[src/rtl/kgp_risc_pkg.sv]
// Shared definitions for the instruction-side datapath: the loader state
// encoding plus the instruction width and instruction-memory address width
// that InstructionFetch and the pc logic also use.
package kgp_risc_pkg;

  localparam int INSTR_W     = 32;
  localparam int IMEM_ADDR_W = 12;

  typedef enum logic [1:0] {
    IDLE  = 2'd0,
    RECV  = 2'd1,
    WRITE = 2'd2,
    DONE  = 2'd3
  } loader_state_t;

endpackage

[src/rtl/imem_loader_if.sv]
// Bus bundle for the instruction-memory loader.
// Groups the load control (start/base_addr/word_count/abort), the byte stream
// (in_data/in_valid/in_ready), the memory write port (wr_en/wr_addr/wr_data)
// and the status outputs (busy/cpu_hold/done/err).
// slave  : the loader side
// master : the controller / stream source / memory side
interface imem_loader_if #(
  parameter int ADDR_W = 12,
  parameter int DATA_W = 32
);
  logic              start;
  logic [ADDR_W-1:0] base_addr;
  logic [10:0]       word_count;
  logic              abort;
  logic [7:0]        in_data;
  logic              in_valid;
  logic              in_ready;
  logic              wr_en;
  logic [ADDR_W-1:0] wr_addr;
  logic [DATA_W-1:0] wr_data;
  logic              busy;
  logic              cpu_hold;
  logic              done;
  logic              err;

  modport slave (
    input  start, base_addr, word_count, abort, in_data, in_valid,
    output in_ready, wr_en, wr_addr, wr_data, busy, cpu_hold, done, err
  );

  modport master (
    output start, base_addr, word_count, abort, in_data, in_valid,
    input  in_ready, wr_en, wr_addr, wr_data, busy, cpu_hold, done, err
  );
endinterface

[src/rtl/imem_word_assembler.sv]
// Collects a big-endian byte stream into 32-bit instruction words.
// Ports:
//   clk, rst    : clock, asynchronous active-low reset
//   clr         : drop any partial word and restart at byte 0
//   shift_en    : accept in_data this cycle
//   in_data     : stream byte
//   word        : assembled word (first byte ends up in [31:24])
//   word_full   : this cycle's byte completes the word
module imem_word_assembler
  import kgp_risc_pkg::*;
(
  input  logic               clk,
  input  logic               rst,
  input  logic               clr,
  input  logic               shift_en,
  input  logic [7:0]         in_data,
  output logic [INSTR_W-1:0] word,
  output logic               word_full
);

  logic [1:0] idx;

  always_ff @(posedge clk or negedge rst) begin
    if (!rst) begin
      word <= '0;
      idx  <= 2'd0;
    end else if (clr) begin
      word <= '0;
      idx  <= 2'd0;
    end else if (shift_en) begin
      word <= {word[INSTR_W-9:0], in_data};
      idx  <= idx + 2'd1;
    end
  end

  assign word_full = shift_en && (idx == 2'd3);

endmodule

[src/rtl/imem_loader.sv]
// Instruction-memory loader: assembles a byte stream into words and writes
// them to consecutive word addresses, holding the core stalled meanwhile.
// Ports:
//   clk, rst : clock, asynchronous active-low reset
//   bus      : imem_loader_if slave (load control, byte stream,
//              memory write port, busy/cpu_hold/done/err status)
//
// state | meaning
// IDLE  | waiting for start; range check done on the start cycle
// RECV  | accepting stream bytes into the assembler
// WRITE | one-cycle memory write of the assembled word
// DONE  | one-cycle completion pulse, err reports range error or abort
module imem_loader
  import kgp_risc_pkg::*;
#(
  parameter int ADDR_W    = IMEM_ADDR_W,
  parameter int DATA_W    = INSTR_W,
  parameter int MEM_WORDS = 1024
) (
  input  logic         clk,
  input  logic         rst,
  imem_loader_if.slave bus
);

  // Wide enough for (max word index + max word_count) without overflow.
  localparam int SUM_W = ADDR_W + 2;

  loader_state_t     state, state_nxt;
  logic [ADDR_W-1:0] addr;
  logic [10:0]       remaining;
  logic              err_q, err_nxt;
  logic              load, step, clr, shift_en;
  logic              word_full;
  logic [DATA_W-1:0] word;
  logic [SUM_W-1:0]  end_word;
  logic              range_err;

  imem_word_assembler u_asm (
    .clk      (clk),
    .rst      (rst),
    .clr      (clr),
    .shift_en (shift_en),
    .in_data  (bus.in_data),
    .word     (word),
    .word_full(word_full)
  );

  // Shifting the full address drops the byte offset bits.
  assign end_word  = (SUM_W'(bus.base_addr) >> 2) + SUM_W'(bus.word_count);
  assign range_err = end_word > SUM_W'(MEM_WORDS);

  always_ff @(posedge clk or negedge rst) begin
    if (!rst) begin
      state     <= IDLE;
      addr      <= '0;
      remaining <= '0;
      err_q     <= 1'b0;
    end else begin
      state <= state_nxt;
      err_q <= err_nxt;
      if (load) begin
        addr      <= bus.base_addr & ~ADDR_W'(3);
        remaining <= bus.word_count;
      end else if (step) begin
        addr      <= addr + ADDR_W'(4);
        remaining <= remaining - 11'd1;
      end
    end
  end

  always_comb begin
    state_nxt    = state;
    err_nxt      = err_q;
    load         = 1'b0;
    step         = 1'b0;
    clr          = 1'b0;
    shift_en     = 1'b0;
    bus.in_ready = 1'b0;
    bus.wr_en    = 1'b0;
    bus.done     = 1'b0;
    bus.err      = 1'b0;
    unique case (state)
      IDLE: begin
        if (bus.start) begin
          load = 1'b1;
          clr  = 1'b1;
          if (range_err) begin
            state_nxt = DONE;
            err_nxt   = 1'b1;
          end else if (bus.word_count == 11'd0) begin
            state_nxt = DONE;
            err_nxt   = 1'b0;
          end else begin
            state_nxt = RECV;
            err_nxt   = 1'b0;
          end
        end
      end
      RECV: begin
        bus.in_ready = 1'b1;
        if (bus.abort) begin
          clr       = 1'b1;
          state_nxt = DONE;
          err_nxt   = 1'b1;
        end else begin
          shift_en = bus.in_valid;
          if (word_full) state_nxt = WRITE;
        end
      end
      WRITE: begin
        bus.wr_en = 1'b1;
        step      = 1'b1;
        if (bus.abort) begin
          clr       = 1'b1;
          state_nxt = DONE;
          err_nxt   = 1'b1;
        end else if (remaining == 11'd1) begin
          state_nxt = DONE;
          err_nxt   = 1'b0;
        end else begin
          state_nxt = RECV;
        end
      end
      DONE: begin
        bus.done  = 1'b1;
        bus.err   = err_q;
        state_nxt = IDLE;
      end
      default: state_nxt = IDLE;
    endcase
  end

  // Address and data are only meaningful with the strobe; hold them at 0 otherwise.
  assign bus.wr_addr  = bus.wr_en ? addr : '0;
  assign bus.wr_data  = bus.wr_en ? word : '0;
  assign bus.busy     = (state != IDLE);
  assign bus.cpu_hold = bus.busy;

endmodule
[src/flat_wrapper.sv]
// flat-port wrapper written by rule: the top's interface ports become plain ports
module imem_loader_flat import kgp_risc_pkg::*;
#(
  parameter int ADDR_W    = IMEM_ADDR_W,
  parameter int DATA_W    = INSTR_W,
  parameter int MEM_WORDS = 1024
)
  (clk, rst, bus_start, bus_base_addr, bus_word_count, bus_abort, bus_in_data, bus_in_valid, bus_in_ready, bus_wr_en, bus_wr_addr, bus_wr_data, bus_busy, bus_cpu_hold, bus_done, bus_err);
  imem_loader_if #(.ADDR_W(ADDR_W), .DATA_W(DATA_W)) bus_i ();
  input  logic clk;
  input  logic rst;
  input wire logic [$bits(bus_i.start)-1:0] bus_start;
  input wire logic [$bits(bus_i.base_addr)-1:0] bus_base_addr;
  input wire logic [$bits(bus_i.word_count)-1:0] bus_word_count;
  input wire logic [$bits(bus_i.abort)-1:0] bus_abort;
  input wire logic [$bits(bus_i.in_data)-1:0] bus_in_data;
  input wire logic [$bits(bus_i.in_valid)-1:0] bus_in_valid;
  output wire logic [$bits(bus_i.in_ready)-1:0] bus_in_ready;
  output wire logic [$bits(bus_i.wr_en)-1:0] bus_wr_en;
  output wire logic [$bits(bus_i.wr_addr)-1:0] bus_wr_addr;
  output wire logic [$bits(bus_i.wr_data)-1:0] bus_wr_data;
  output wire logic [$bits(bus_i.busy)-1:0] bus_busy;
  output wire logic [$bits(bus_i.cpu_hold)-1:0] bus_cpu_hold;
  output wire logic [$bits(bus_i.done)-1:0] bus_done;
  output wire logic [$bits(bus_i.err)-1:0] bus_err;
  assign bus_i.start = bus_start;
  assign bus_i.base_addr = bus_base_addr;
  assign bus_i.word_count = bus_word_count;
  assign bus_i.abort = bus_abort;
  assign bus_i.in_data = bus_in_data;
  assign bus_i.in_valid = bus_in_valid;
  assign bus_in_ready = bus_i.in_ready;
  assign bus_wr_en = bus_i.wr_en;
  assign bus_wr_addr = bus_i.wr_addr;
  assign bus_wr_data = bus_i.wr_data;
  assign bus_busy = bus_i.busy;
  assign bus_cpu_hold = bus_i.cpu_hold;
  assign bus_done = bus_i.done;
  assign bus_err = bus_i.err;
  imem_loader #(.ADDR_W(ADDR_W), .DATA_W(DATA_W), .MEM_WORDS(MEM_WORDS)) u_core (.clk(clk), .rst(rst), .bus(bus_i));
endmodule
[config.mk]
export PLATFORM = sky130hd
export DESIGN_NAME = imem_loader_flat
export DESIGN_NICKNAME = d
export VERILOG_FILES = /design/src/rtl/kgp_risc_pkg.sv /design/src/rtl/imem_loader_if.sv /design/src/rtl/imem_word_assembler.sv /design/src/rtl/imem_loader.sv /design/src/flat_wrapper.sv
export SDC_FILE = /design/constraint.sdc
export NUM_CORES = 1
export LEC_CHECK = 0
export ABC_AREA = 0
export CAP_MARGIN = 20
export CORE_ASPECT_RATIO = 0.8
export CORE_MARGIN = 2
export CORE_UTILIZATION = 50
export DETAILED_ROUTE_END_ITERATION = 6
export PLACE_DENSITY_LB_ADDON = 0.1
export SYNTH_ARGS = -nofsm -noshare
export SYNTH_HDL_FRONTEND = slang
export SYNTH_HIERARCHICAL = 1
export SYNTH_SLANG_ARGS = --single-unit
[constraint.sdc]
create_clock -name clk -period 3.1 [get_ports clk]
set_input_delay 0.62 -clock clk [delete_from_list [all_inputs] [get_ports clk]]
set_output_delay 0.62 -clock clk [all_outputs]
set_load 0.005 [all_outputs]
# Yosys cells after proc, flatten, opt, wreduce, memory -nomap -nowiden

Index checks and enable logic that the tools add are counted.

Order comparisons: 1
Div/mod/pow operators: 0
Reductions and logical operators: 10
$add $sub $neg: 4
Eq/ne operators: 9
Multiply operators: 0
Muxes and demuxes: 34
Bitwise operators: 0
Shift operators: 0

Operator list:

| cell                                                                              | count |
|---|---|
| 32-bit 2-to-1 mux                                                                 | 3 |
| 12-bit 2-to-1 mux                                                                 | 3 |
| 11-bit 2-to-1 mux                                                                 | 2 |
| 2-bit 2-to-1 mux                                                                  | 9 |
| 14-bit by 11-bit greater-than comparator with 1-bit output, second input constant | 1 |
| 1-bit 2-to-1 mux                                                                  | 14 |
| 10-bit by 11-bit adder with 12-bit output                                         | 1 |
| 12-bit by 3-bit adder with 12-bit output, second input constant                   | 1 |
| 11-bit by 1-bit == test with 1-bit output, second input constant                  | 1 |
| 11-bit logical NOT                                                                | 1 |
| 11-bit by 1-bit subtractor with 11-bit output, second input constant              | 1 |
| 2-bit case mux with 4 select lines                                                | 1 |
| 2-bit == test, second input constant                                              | 3 |
| 2-bit nonzero test                                                                | 3 |
| 2-bit != test, second input constant                                              | 2 |
| 4-bit AND reduction                                                               | 1 |
| 3-bit by 2-bit != test with 1-bit output, second input constant                   | 1 |
| 3-bit != test, second input constant                                              | 1 |
| 1-bit case mux with 3 select lines                                                | 1 |
| 3-bit nonzero test                                                                | 1 |
| 2-bit by 1-bit adder with 2-bit output, second input constant                     | 1 |
| 2-bit by 1-bit == test with 1-bit output, second input constant                   | 1 |
| 2-bit logical NOT                                                                 | 1 |
| 1-bit case mux with 2 select lines                                                | 1 |
| 3 further kinds                                                                   | 3 |

Output and inout port bits: 50
Register bits after elaboration: 60
Memories: 0
Bits in latches: 0
Memory bits (writable): 0
ROM bits: 0
Bits of input ports: 36

# Longest topological paths before layout

Gate-level depths: netlist of the first run.

Depth after elaboration: 6
Depth in mapped cells: 10

# Cells and area by module

Netlist of the first run, hierarchy kept.

Modules (own cells, without submodules):

| module              | times used | cells each | area each (um2) |
|---|---|---|---|
| imem_loader         | 1          | 281        | 2,234.6 |
| imem_word_assembler | 1          | 112        | 1,427.6 |

# Least setup slack after synthesis of the first run

Ideal clock, no wire load.

Path kind: input to register
Start: in bus_base_addr[2]
End: reg u_core.err_q
Required time: 2.954 ns
Arrival time: 2.449 ns
Stages: 10
Slack: 0.505 ns
Cell sequence: ha_1 -> inv_1 -> fa_1 -> xnor2_1 -> nor3b_1 -> o221ai_1 -> a2111oi_0 -> nand3_1 -> o31ai_1 -> a41oi_1

Cells in the longest elaborated chain, start to end: 5

Ends and longest elaborated chain:

| what                                                       | line               | source |
|---|---|---|
| start: declaration                                         | flat_wrapper.sv:13 | `input wire logic [$bits(bus_i.base_addr)-1:0] bus_base_addr;` |
| 10-bit by 11-bit adder with 12-bit output                  | imem_loader.sv:49  | `assign end_word = (SUM_W'(bus.base_addr) >> 2) + SUM_W'(bus.word_count);` |
| 14-bit by 11-bit greater-than comparator with 1-bit output | imem_loader.sv:50  | `assign range_err = end_word > SUM_W'(MEM_WORDS);` |
| 1-bit 2-to-1 mux                                           | imem_loader.sv:87  | `if (range_err) begin` |
| 1-bit 2-to-1 mux                                           | imem_loader.sv:84  | `if (bus.start) begin` |
| 1-bit case mux with 3 select lines                         | imem_loader.sv:82  | `unique case (state)` |
| end signal: assignment                                     | imem_loader.sv:60  | `err_q <= err_nxt;` |
| end: declaration                                           | imem_loader.sv:31  | `logic err_q, err_nxt;` |

No other way between the ends. The select of a mux whose other input is x is not followed.
A chain may end at the register's enable or synchronous reset.

# Worst setup path in the final report of the first run

Start: in bus_word_count[0]
End: reg u_core.err_q

Cells in the longest elaborated chain, start to end: 5

Ends and longest elaborated chain:

| what                                                       | line               | source |
|---|---|---|
| start: declaration                                         | flat_wrapper.sv:14 | `input wire logic [$bits(bus_i.word_count)-1:0] bus_word_count;` |
| 10-bit by 11-bit adder with 12-bit output                  | imem_loader.sv:49  |  |
| 14-bit by 11-bit greater-than comparator with 1-bit output | imem_loader.sv:50  |  |
| 1-bit 2-to-1 mux                                           | imem_loader.sv:87  |  |
| 1-bit 2-to-1 mux                                           | imem_loader.sv:84  |  |
| 1-bit case mux with 3 select lines                         | imem_loader.sv:82  |  |

No other way between the ends. The select of a mux whose other input is x is not followed.

==> qor.yml, run 1 <==
worstSetupStartpointType: "input port"
final_cell_count_no_fill: 572
cts_sinks: 58
drtAntennaViolNets: 0
criticalPathCategory: "input port to register"
via_per_inst: 5.269
cp.required_ps: 3300
portBuffers: 81
synthAdderAreaFrac_pct: 6.696
cp-end-kind: "register"
synth_cells: 393
grt_pass1_vias: 2868
wire_per_inst_um: 14.76
drc: 0
p_per_area_nw_per_um2: 689.0
max_freq_ghz: 0.3414
synthXorXnorAreaFrac_pct: 6.218
clk_path_buf_depth: 2
p_clk_share_pct: 21.2
synthToLayoutAreaGrowth_pct: 30.20
fin_ws_ps: 170.9
antenna_found_initial: 0
synth_compound_area_share_pct: 8.268
layout-drive-gt1-share_pct: 8.454
worstHoldPathType: "input port to asynchronous set/reset pin"
drt_wl_total_um: 8444
layout.nets: 535
grt_pass1_wl_um: 14170
fp.coreArea_sq_um: 6993
cts_root_buffer: "clkbuf_8"
dr_total_vias: 3014
htreeDepth: 3
final_util_pct: 68.19
drt_iter0_drc: 163
final-hold-violation-count: 0
clk_latency_ps: 330
leakage_nw: 2.035
multi_input_area_sq_um: 2036
overflow: 0
n_fill_cell: 561
finalSetupTns_ps: 0
vdd_drop_max_mv: 0.6752
initial_core_util_pct: 52.37
internal-power_mw: 2.044
power.switching_mw: 1.241
power_frac_seq_pct: 35.6
place.gp.congestion: 0.9104
n_antenna_cell: 0
period_share_pct: 94.49
cts_tree: "built"
setup_viol: 0
regArea_sq_um: 1451
placedCellCount: 556
timing.final.crit_period_ps: 2929
status: "finished clean"
layout_commonest_cell: "clkdlybuf4s50_1"
cts_buffers: 9
die_w_um: 99.69
dieArea_sq_um: 8030
muxShareOfSynthArea_pct: 10.11
die_height_um: 80.55
place_hpwl_um: 6272
row_count: 27
comb_power_share_pct: 43.2
switching_share_pct: 37.77
path_clk_slew_ps: 60
grt_max_degree: 50
maxSlewViolCount: 0
timing.hold.ws_ps: 114.0
drtPass1Iterations: 4
maxCapViolations: 0
synthSimpleGateAreaFrac_pct: 23.47
skew_ps: 5.532
netlist_area_sq_um: 3662
yosysWarnings: 6
grt_usage_pct: 22.72
synth_cell_types: 47
hold_buffers: 0
pre_cts_ws_ps: -481.0
worstPathArrival_ps: 3130
synth_seq_area_share_pct: 39.63
mostFrequentLayoutCells: "clkdlybuf4s50_1, dfrtp_1, and2_1, nor2_1, mux2i_1"
crit_fanout: 2
avgSynthCellArea_sq_um: 9.319
synth-seq-cells: 58
io_pins: 86
synth_top_family_by_area: "simple AND/OR/NAND/NOR gates"
## metal layers
metal	GRT usage (%)	up-vias	part of all wire [%]	wire (um)
met1	33.83	1424	51	4284
met5	0	-	0	0
met2	32.64	82	44	3676
met4	6.164	0	0.68	57
li1	-	1502	-	-
met3	5.744	6	5.0	425
## layout make-up
cell class                 instances  share of cell area, %
tap                               87                  2.283
inverter                          13                  1.023
sequential                        58                  30.44
multi-input combinational        301                  42.69
clock inverter                     2                 0.7347
clock buffer                      14                  3.411
timing repair buffer              97                  19.42
## final timing paths
path | startpoint | end | slack (ps) | depth (start not counted)
min in group clk | u_core/u_asm/word[30] | u_core/u_asm/word[30] | 520 | 2
max reg2reg | u_core/state[0] | u_core/err_q | 870 | 9
max | bus_word_count[0] | u_core/err_q | 170 | 12
min | rst | u_core/addr[4] | 110 | 1
min reg2reg | u_core/u_asm/word[30] | u_core/u_asm/word[30] | 520 | 2
max in group asynchronous | rst | u_core/remaining[0] | 2410 | 2
## kinds of logic after synthesis
logic type	after synthesis
xor+xnor	26
simple gates	165
mux	37
compound gates	52
buf+inv	35
flops	58
fa+ha+maj	19
other cells	1
## synthesized netlist by cell type, drive strengths merged
master    n  area (sq um)
dfrtp    58          1451
a31oi     3         18.77
conb      1         3.750
o21bai    1         7.510
nand4     3         18.77
or3       1         6.260
o221ai    1         8.760
a21boi    1         7.510
a21o      2         15.01
and3      3         18.77
nor3b     2         20.02
o31ai     2         15.01
and2     45         281.5
xnor2    14         122.6
inv      13         48.80
a41oi     1         8.760
o2111ai   1         8.760
xor2     12         105.1
nor4      4         40.04
nor2     43         163.9
ha       18         225.2
nand2b    7         43.79
nand2    35         131.4
o21ai    28         140.1
nand3b    2         15.01
a21oi     7         35.03
a2111oi   1         8.760
nand3     8         40.04
or2       1         6.260
nor3      9         56.31
clkbuf   13         48.80
mux2i    37         370.4
or4       1         11.26
o31a      1         8.760
buf       9         103.9
o22ai     2         12.51
o21a      1         7.510
fa        1         20.02
nor2b     1         6.260
## worst max-delay path, cell delays in order
cell             delay [ps]
clkdlybuf4s50_1         500
ha_1                    180
inv_1                    50
fa_1                    390
buf_4                   150
nor2b_2                 140
o2111ai_1               150
and3_1                  220
nand2b_1                150
xnor2_1                 140
o31ai_2                 280
a41oi_1                 140
## flip-flops by register name (all words and copies together) (netlist names)
signal and cells:
u_core/addr 10, u_core/u_asm/idx 2, u_core/u_asm/word 32, u_core/remaining 11, u_core/err_q 1, u_core/state 2
## what timing repair did
| action | 4_1_cts | 5_1_grt |
|---|---|---|
| setup endpoints to repair | 2 | 2 |
| pin swaps | 0 | 2 |
| setup buffers | 0 | 0 |
| resized for setup | 2 | 3 |
## per-stage QoR
stage / total power, mW / cell area (sq um)
after global placement: 2.552 / 4552
after floorplan: 2.113 / 3666
after detailed placement: 2.587 / 4552
after global routing: 3.546 / 4768
after CTS: 3.302 / 4756
final: 3.285 / 4768
## power groups by stage
stage | combinational, mW | sequential, mW | clock, mW
2_1_floorplan | 0.992 | 1.12 | 0
3_3_place_gp | 1.38 | 1.17 | 0
3_5_place_dp | 1.41 | 1.18 | 0
4_1_cts | 1.42 | 1.17 | 0.710
5_1_grt | 1.60 | 1.20 | 0.754
6_report | 1.42 | 1.17 | 0.698
No activity file was read; power rests on OpenSTA's default activity.
==> inputs of run 2 (changes only) <==
Settings changed: REMOVE_ABC_BUFFERS set to 1.
Clock period 3.1 ns to 3.5 ns, I/O delays scaled along.
==> run 2 against run 1 <==
  * Critical path depth unchanged
  * Sequential power fell by 11%
  * First-iteration DRC count fell by 26%
  * Sequential share of layout area grew 0.37 points
  * Highest routed layer unchanged
  * Final cell count shrank 1.0%
  * Register-to-register slack better by 560 ps
  * Clock skew rose by 0.93 ps
  * Clock power down 11%
  * Critical path type unchanged
  * Non-clock buffer count shrank 6
==> qor.yml, run 2 (same netlist as run 1, synthesis figures left out) <==
status: "finished clean"
worst_pin_slew_ps: 599.0
period_share_pct: 91.66
drtPass1Iterations: 4
worstHoldPathType: "input port to asynchronous set/reset pin"
cts_resized: 0
final_area_sq_um: 4711
clk_path_buf_depth: 2
layout-drive-gt1-share_pct: 7.098
drt_wl_total_um: 8113
io_pins: 86
drtAntennaViolNets: 0
leakage_nw: 2.005
n_antenna_cell: 0
row_count: 27
place_area_sq_um: 4507
clk_latency_ps: 330
criticalPathCategory: "input port to register"
wire_per_inst_um: 14.33
n_fill_cell: 590
crit_fanout: 2
htreeDepth: 3
cts_setup_buffers: 0
timing.hold.ws_ps: 365.0
cts_sinks: 58
maxCapViolations: 0
initial_core_util_pct: 52.37
vdd_drop_max_mv: 0.4075
mostFrequentLayoutCells: "clkdlybuf4s50_1, dfrtp_1, and2_1, nor2_1, mux2i_1"
rsz0062_at_grt: "false"
worst_path_max_delay_cell: "clkdlybuf4s50_1"
maxSlewViolCount: 0
die_height_um: 80.55
cts_tree: "built"
die_w_um: 99.69
grt_pass1_wl_um: 13720
cts_root_buffer: "clkbuf_8"
crit_chain: "clkdlybuf4s50_1, ha_1, inv_1, fa_1, xnor2_1, nor3b_1, o221ai_1, a2111oi_0, nand3_1, o31ai_1, buf_4, a41oi_1"
via_per_inst: 5.217
max_freq_ghz: 0.3117
final-hold-violation-count: 0
place.gp.congestion: 0.9174
reg_top3: "u_core/u_asm/word: 32 flops, u_core/remaining: 11 flops, u_core/addr: 10 flops"
regMostFlops: "u_core/u_asm/word"
portBuffers: 81
hold_buffers: 0
drt_iter0_drc: 121
cts_buffers: 9
path_clk_slew_ps: 70
fin_total_pwr_mw: 2.904
cp-end-kind: "register"
grt_max_degree: 44
p_per_area_nw_per_um2: 616.4
place_hpwl_um: 5924
dieArea_sq_um: 8030
overflow: 0
relSlewSlack_pct: 60.06
worstSetupStartpointType: "input port"
largest_reg_flops: 32
synthToLayoutAreaGrowth_pct: 28.63
fp.coreArea_sq_um: 6993
setup_viol: 0
worstPathArrival_ps: 3400
cp.required_ps: 3700
timing.final.crit_period_ps: 3208
skew_ps: 6.460
grt_pass1_vias: 2882
grt_usage_pct: 21.76
dr_total_vias: 2953
cpPeakStageDelay_ps: 520
antenna_found_initial: 0
layout.nets: 529
drc: 0
layout_commonest_cell: "clkdlybuf4s50_1"
-- run 2: cell count changes in the layout (fill, tap and decap cells not counted), sizes merged --
cell	change
buf	-6
clkinvlp	+1
clkbuf	-3
clkinv	+2
-- run 2: area by class of cell --
type	count	area, sq um	share of cell area [%]
Tap cell	87	108.9	2.311
Clock buffer	11	151.4	3.214
Multi-Input combinational cell	301	2017	42.82
Timing Repair Buffer	91	880.8	18.70
Inverter	13	48.80	1.036
Sequential cell	58	1451	30.81
Clock inverter	5	52.55	1.116
-- run 2: final timing paths --
path	start	slack (ps)	cells past startpoint	to
worst max register to register	u_core/state[1]	1430	6	u_core/u_asm/word[28]
worst min-delay path	rst	360	1	u_core/u_asm/word[31]
max in group asynchronous	rst	2290	2	u_core/u_asm/word[4]
min in group clk	u_core/u_asm/word[27]	520	2	u_core/u_asm/word[27]
worst min register to register	u_core/u_asm/word[27]	520	2	u_core/u_asm/word[27]
worst max-delay path	bus_base_addr[2]	290	12	u_core/err_q
-- run 2: metrics by stage --
| stage | setup TNS (ps) | utilization [%] | cells | setup WS (ps) |
|---|---|---|---|---|
| floorplan | 0 | - | 372 | 575.6 |
| global placement | 0 | 64.45 | 550 | 40.64 |
| detailed placement | -92.47 | 64.45 | 550 | -74.91 |
| CTS | 0 | 67.36 | 566 | 287.6 |
| global route | 0 | 67.36 | 566 | 113.0 |
| finish | 0 | 67.36 | 566 | 291.9 |
-- run 2: power breakdown --
part           switching, mW  leakage, nW  internal (mW)
clock network          0.261        0.105          0.363
registers              0.178        0.764          0.857
logic                  0.665         1.14          0.580
-- run 2: per-layer routing --
metal / wire length [um] / share of wire, % / GRT usage, % / up-vias
met5: 0 / 0 / 0 / -
li1: - / - / - / 1480
met4: 57 / 0.70 / 4.521 / 0
met3: 515 / 6.3 / 6.527 / 7
met1: 3979 / 49 / 29.96 / 1396
met2: 3561 / 44 / 34.12 / 70
-- run 2: worst max-delay path: cells and delay by family --
| kind | cells | cell delay (ps) |
|---|---|---|
| adder cells (fa/ha/maj) | 2 | 580 |
| AND/OR/NAND/NOR | 2 | 360 |
| AO/OA/AOI/OAI | 4 | 890 |
| buffers and inverters | 3 | 740 |
| XOR/XNOR | 1 | 140 |
==> inputs of run 3 (changes only) <==
Settings changed: CTS_CLUSTER_SIZE set to 30.
==> results of run 3 <==
Same layout as run 2: the final DEF is identical, and so are final timing and power.
